**config.mk**
```make
export PLATFORM = sky130hd
export DESIGN_NAME = mem_port_arbiter
export DESIGN_NICKNAME = d
export VERILOG_FILES = /design/src/rtl/mem_port_arbiter.sv
export SDC_FILE = /design/constraint.sdc
export NUM_CORES = 1
export LEC_CHECK = 0
export BUFFER_PORTS_ARGS = -buffer_cell sky130_fd_sc_hd__clkbuf_2
export CELL_PAD_IN_SITES_DETAIL_PLACEMENT = 1
export CELL_PAD_IN_SITES_GLOBAL_PLACEMENT = 2
export CORE_UTILIZATION = 10
export DETAILED_ROUTE_END_ITERATION = 8
export GPL_ROUTABILITY_DRIVEN = 1
export GPL_TIMING_DRIVEN = 0
export HOLD_SLACK_MARGIN = 0.02
export PLACE_DENSITY_LB_ADDON = 0.1
export SKIP_LAST_GASP = 1
export SLEW_MARGIN = 0
export SYNTH_ARGS = -nofsm -noshare
export SYNTH_HDL_FRONTEND = slang
export SYNTH_SLANG_ARGS = --single-unit
```
**constraint.sdc**
```tcl
create_clock -name clk -period 2.31 [get_ports clk]
set_input_delay 0.3465 -clock clk [delete_from_list [all_inputs] [get_ports clk]]
set_output_delay 0.3465 -clock clk [all_outputs]
set_load 0.02 [all_outputs]
```
**src/rtl/mem_port_arbiter.sv**
```systemverilog
// Arbitrates one single-port, 1-cycle-latency memory bank between fetch and data requesters.
// Optional build macro MEM_PORT_ARBITER_ROUND_ROBIN_EN selects alternating priority on contention.
module mem_port_arbiter #(
  parameter int ADDR_W     = 14,
  parameter int STARVE_MAX = 3
) (
  input  logic              clk,
  input  logic              reset_n,
  input  logic              i_req,
  input  logic [ADDR_W-1:0] i_addr,
  output logic              i_wait,
  output logic [31:0]       i_rdata,
  output logic              i_rvalid,
  input  logic              d_req,
  input  logic              d_we,
  input  logic [ADDR_W-1:0] d_addr,
  input  logic [31:0]       d_wdata,
  input  logic [3:0]        d_byteen,
  output logic              d_wait,
  output logic [31:0]       d_rdata,
  output logic              d_rvalid,
  output logic              m_en,
  output logic [ADDR_W-1:0] m_addr,
  output logic              m_we,
  output logic [31:0]       m_wdata,
  output logic [3:0]        m_byteen,
  input  logic [31:0]       m_q
);

  typedef enum logic [1:0] {
    LG_NONE = 2'd0,
    LG_I    = 2'd1,
    LG_DR   = 2'd2
  } last_grant_t;

  logic        grant_i_s;
  logic        grant_d_s;
  last_grant_t last_grant_r;
  last_grant_t last_grant_next_s;

`ifdef MEM_PORT_ARBITER_ROUND_ROBIN_EN
  logic prio_i_r;  // 1: fetch wins the next contended cycle

  // Grant selection with alternating priority under contention; no grant while in reset.
  always_comb begin
    grant_i_s = 1'b0;
    grant_d_s = 1'b0;
    if (reset_n == 1'b0) begin
      grant_i_s = 1'b0;
      grant_d_s = 1'b0;
    end else if (i_req && d_req) begin
      grant_i_s = prio_i_r;
      grant_d_s = ~prio_i_r;
    end else begin
      grant_i_s = i_req;
      grant_d_s = d_req;
    end
  end

  // Priority flag flips after every contended grant.
  always_ff @(posedge clk or negedge reset_n) begin
    if (!reset_n) begin
      prio_i_r <= 1'b0;
    end else if (i_req && d_req) begin
      prio_i_r <= ~prio_i_r;
    end else begin
      prio_i_r <= prio_i_r;
    end
  end
`else
  localparam logic [7:0] STARVE_LIM = 8'(STARVE_MAX);
  logic [7:0] starve_cnt_r;

  // Grant selection: data first, unless fetch has been denied STARVE_MAX cycles in a row.
  always_comb begin
    grant_i_s = 1'b0;
    grant_d_s = 1'b0;
    if (reset_n == 1'b0) begin
      grant_i_s = 1'b0;
      grant_d_s = 1'b0;
    end else if (i_req && d_req) begin
      grant_i_s = (starve_cnt_r == STARVE_LIM);
      grant_d_s = (starve_cnt_r != STARVE_LIM);
    end else begin
      grant_i_s = i_req;
      grant_d_s = d_req;
    end
  end

  // Saturating count of consecutive denied fetch cycles.
  always_ff @(posedge clk or negedge reset_n) begin
    if (!reset_n) begin
      starve_cnt_r <= 8'd0;
    end else if (i_req && !grant_i_s) begin
      starve_cnt_r <= (starve_cnt_r == 8'hFF) ? starve_cnt_r : starve_cnt_r + 8'd1;
    end else begin
      starve_cnt_r <= 8'd0;
    end
  end
`endif

  assign i_wait = i_req & ~grant_i_s;
  assign d_wait = d_req & ~grant_d_s;

  // Bank control mux and next return-owner from the current winner.
  always_comb begin
    m_en              = 1'b0;
    m_addr            = '0;
    m_we              = 1'b0;
    m_wdata           = 32'h0000_0000;
    m_byteen          = 4'b0000;
    last_grant_next_s = LG_NONE;
    case ({grant_i_s, grant_d_s})
      2'b10: begin
        m_en              = 1'b1;
        m_addr            = i_addr;
        m_byteen          = 4'b1111;
        last_grant_next_s = LG_I;
      end
      2'b01: begin
        m_en              = 1'b1;
        m_addr            = d_addr;
        m_we              = d_we;
        m_wdata           = d_wdata;
        m_byteen          = d_byteen;
        last_grant_next_s = d_we ? LG_NONE : LG_DR;
      end
      default: begin
        m_en              = 1'b0;
        last_grant_next_s = LG_NONE;
      end
    endcase
  end

  // Remembers which requester owns the bank output on the next cycle.
  always_ff @(posedge clk or negedge reset_n) begin
    if (!reset_n) begin
      last_grant_r <= LG_NONE;
    end else begin
      last_grant_r <= last_grant_next_s;
    end
  end

  // Steer bank read data to the previous cycle's reader; zero otherwise.
  always_comb begin
    i_rvalid = 1'b0;
    i_rdata  = 32'h0000_0000;
    d_rvalid = 1'b0;
    d_rdata  = 32'h0000_0000;
    case (last_grant_r)
      LG_I: begin
        i_rvalid = 1'b1;
        i_rdata  = m_q;
      end
      LG_DR: begin
        d_rvalid = 1'b1;
        d_rdata  = m_q;
      end
      default: begin
        i_rvalid = 1'b0;
        d_rvalid = 1'b0;
      end
    endcase
  end

endmodule

```
# After elaboration in Yosys (flattened, before gate mapping)
# Index checks and enable logic that the tools add are counted.
# word_totals
register_bits	10
in_bits	101
output_inout_bits	120
word_cells	36
# op_classes
add_sub_neg	1
n_eq_ne	8
mux	17
bitwise	4
n_reduce_logical	4
# ops
cell	count
32-bit 2-to-1 mux	3
14-bit case mux with 2 select lines	1
8-bit 2-to-1 mux	2
8-bit by 1-bit adder with 8-bit output, second input constant	1
8-bit by 2-bit equality test with 1-bit output, second input constant	1
8-bit equality test, second input constant	1
1-bit 2-to-1 mux	8
8-bit by 2-bit != test with 1-bit output, second input constant	1
4-bit case mux with 2 select lines	1
2-bit by 1-bit equality test with 1-bit output, second input constant	2
2-bit equality test, second input constant	2
2-bit case mux with 2 select lines	1
1-bit bitwise AND	2
1-bit logical AND	2
2-bit 2-to-1 mux	1
2-bit != test, second input constant	1
1-bit NOT	2
2-bit OR reduction	1
1-bit zero test	1

# Longest topological paths before layout
# depth
depth_word	6
ltp_mapped	9
ltp_nobuf	7

# Worst setup path before layout
# Ideal clock, no wire load.
# synth_timing
path_kind	register to output
from	register starve_cnt_r[0]
to	output port m_addr[0]
t_arrival_ps	2166
path_slack_ps	-203
stages_incl_launch_ff	10
path_buffers	2
cell_sequence	dfrtp_1 -> ha_1 -> a31oi_1 -> nor2_1 -> and2_1 -> ha_1 -> nor2b_1 -> buf_2 -> buf_2 -> a22o_1
# synth_between
elab_chain_len	5
# synth_lines
item	line_no	rtl
from (decl)	72	logic [7:0] starve_cnt_r;
from (signal assigned)	95	starve_cnt_r <= (starve_cnt_r == 8'hFF) ? starve_cnt_r : starve_cnt_r + 8'd1;
8-bit by 2-bit != test with 1-bit output / 8-bit by 2-bit equality test with 1-bit output (equally long branches)	83, 82	
1-bit 2-to-1 mux	81	end else if (i_req && d_req) begin
1-bit 2-to-1 mux	78	if (reset_n == 1'b0) begin
2-bit by 1-bit equality test with 1-bit output / 2-bit equality test (equally long branches)	113	case ({grant_i_s, grant_d_s})
14-bit case mux with 2 select lines (*)	113	
to (decl)	23	output logic [ADDR_W-1:0] m_addr,
# Every way passes the cells marked *; elsewhere a longest branch is shown, timed or not.

# Worst setup path in the final report
# layout_timing
from	register starve_cnt_r[5]
to	output port m_addr[11]
# Same word-level chain as after synthesis.

==> impl_metrics.tcl <==
set metrics [dict create \
    slew_headroom_pct 69.8 \
    multiInputGateArea_mm2 0.00135 \
    htree_num_levels 1 \
    cp_slowest_stage_delay_ns 0.42 \
    outcome "finished with violations" \
    leakage_nw 2.03 \
    diodes 0 \
    ys_ff_latch 10 \
    critPathMostFrequentCell "buf_4" \
    crit_fanout 9 \
    ant_nets 0 \
    clk_latency_ns 0.23 \
    dp.final_hpwl_um 6120 \
    critPathLaunchType "flip-flop" \
    grt_pass1_vias 2159 \
    nets 544 \
    gp_congestion 0.664 \
    overflow 0 \
    antenna_found_initial 0 \
    hp-class "input pin to asynchronous set/reset pin" \
    dp_slack_ns -0.388 \
    io_buffers 220 \
    area_growth_pct 164 \
    hold_slack_ns 0.00475 \
    drt-wirelength-per-cell_um 12.5 \
    finalCriticalPeriod_ns 2.73 \
    setup_tns_ns -15.39 \
    end_kind "primary output" \
    rows 43 \
    dieWidth_um 121 \
    core_mm2 0.0139 \
    clock_sinks 10 \
    synth_top_area_cell "and2_1" \
    async_flop_share_pct 100 \
    start_util_pct 10.2 \
    finalHoldViolations 0 \
    synth_nets 300 \
    drcViolationCount 0 \
    arrival_ns 2.39 \
    viasPerCell 3.71 \
    drt_pass1_iterations 4 \
    yosys_warnings 0 \
    drive_above_1_share_pct 70.0 \
    grtUsageTotal_pct 9.04 \
    grt_max_degree 13 \
    ys.flop_type "dfrtp_1" \
    setup_ws_ns -0.422 \
    ff2ff_setup_slack_ns 0.20 \
    die_y_um 121 \
    vias 2287 \
    tightest_slew_ns 0.452 \
    skew_ns 0.00200 \
    synth_top_cell_area_share_pct 43.6 \
    yosysSeqAreaShare_pct 17.6 \
    synthDistinctLibCells 26 \
    ff2ff_path_depth 9 \
    wl_um 7730 \
    synthTopCellsByArea "and2_1 (44%), dfrtp_1 (18%), a22o_1 (8.6%), ha_1 (3.5%), nor2_1 (3.4%)" \
    clk_pin_slew_ns 0.04 \
    violations "setup timing" \
    r2r_start "starve_cnt_r[5]$_DFFE_PN0P_" \
    postSynthAreaPerCell_um2 7.28 \
    maxCapViolations 0 \
    cpMaxStageDelayCell "dfrtp_2" \
    netlist_instances 195 \
    min_period_over_period_pct 118 \
    path_cells "nor4_4 > buf_4 > a31oi_4 > nor2_2 > and2_4 > ha_4 > nor2b_4 > buf_12 > a22o_1 > buf_4" \
    synth_edf_count 0 \
    drv_slew 0 \
    worstPathRequired_ns 1.96 \
    vdd_ir_drop_max_mv 0.165 \
    netlist_area_mm2 0.00142 \
    register_area_um2 254 \
    numCtsBuffers 3 \
    n_fill_cell 1672 \
    clock_path_buffers 2 \
    io_pins 221 \
    crit_type "flip-flop to primary output" \
    power_density_mw_per_mm2 261 \
    setup_viol_count_final 52 \
    grt_pass1_wl_um 10600 \
    timing.rr.end "last_grant_r[1]$_DFF_PN0_" \
    rsz0062_at_grt "yes" \
    fmax_ghz 0.366 \
    drt_iter0_drc 42 \
    clockRootBuffer "clkbuf_16" \
    utilization_pct 27.0 \
    p_total_w 0.000978 \
    die-area_mm2 0.0147 \
    cts_tree "done" \
]
## cell usage in the layout (no fill, tap or decap), types with 6 or more instances in the layout
cell type / netlist / routed
clkbuf_2: 0 / 168
and2_1: 99 / 68
buf_6: 0 / 33
and2_4: 0 / 31
buf_8: 0 / 15
buf_4: 0 / 14
nor2_1: 13 / 12
a22o_1: 14 / 8
clkbuf_16: 0 / 7
dfrtp_1: 10 / 7
a22o_4: 0 / 6
clkbuf_1: 9 / 6
buf_2: 4 / 6
## cells by family after synthesis
group	count (synthesis)	share of synthesized area (%)
simple gates	130	54.4
compound gates	26	15.2
buf+inv	19	5.37
flops	10	17.6
xor+xnor	4	2.47
fa+ha+maj	4	3.52
mux	2	1.41
## cells in the mapped netlist (4+ instances only)
cell type,number
dfrtp_1,10
clkbuf_1,9
nor2b_1,5
ha_1,4
inv_1,6
nand2_1,6
xor2_1,4
a22o_1,14
and2_1,99
nor2_1,13
buf_2,4
a21o_1,4
## timing repair
action / CTS / global route
hold buffers: 0 / 0
setup buffers: 10 / 6
gates cloned: 2 / 4
pin swaps: 2 / 5
endpoints found under the setup margin: 53 / 53
resized for setup: 48 / 162
## power by group
group	switching (W)	leakage (nW)	internal, W
registers	0.00000436	0.132	0.000180
logic	0.000224	1.86	0.000267
clock network	0.0000779	0.0370	0.000224
total	0.000306	2.03	0.000671
## worst max-delay path: cells and delay by family, from the launching register on
| family | cells | cell delay [ns] |
|---|---|---|
| buffers and inverters | 3 | 0.49 |
| AO/OA/AOI/OAI | 2 | 0.22 |
| AND/OR/NAND/NOR | 4 | 0.80 |
| adder cells (fa/ha/maj) | 1 | 0.22 |
| flip-flops | 1 | 0.42 |
## layout make-up
class,count,area share (%)
clock buffers,3,2.00
flip-flops and latches,10,6.78
plain buffers,10,2.34
repair buffers,242,46.1
multi-input cells,166,36.1
well taps,180,6.01
inverters,6,0.601
## per-stage QoR
stage / area (um2) / instances
floorplan: 1550 / 195
global placement: 2880 / 595
detailed placement: 2880 / 595
CTS: 3310 / 610
global route: 3750 / 617
finish: 3750 / 617
## worst max-delay path by stage
stage	slack (ns)	cells past startpoint	end	start
2_1_floorplan	-0.008	9	m_addr[0]	starve_cnt_r[7]$_DFFE_PN0P_
3_3_place_gp	-0.38	10	m_addr[0]	reset_n
3_5_place_dp	-0.39	10	m_addr[0]	starve_cnt_r[7]$_DFFE_PN0P_
4_1_cts	-0.48	11	m_addr[10]	starve_cnt_r[4]$_DFFE_PN0P_
5_1_grt	-0.55	10	m_addr[6]	starve_cnt_r[5]$_DFFE_PN0P_
6_report	-0.42	10	m_addr[11]	starve_cnt_r[5]$_DFFE_PN0P_
## sequential cells by signal, summed over array words and instances (netlist names)
signal,cells
starve_cnt_r,8
last_grant_r,2
## routing by layer
metal	up-vias	track usage (%)	part of all wire, %
met5	-	0	0
met4	0	1.62	0.35
met3	2	2.35	13
met2	148	18.6	54
met1	1023	8.89	33
li1	1114	-	-
Note: power is estimated with default switching activity, not from simulation.
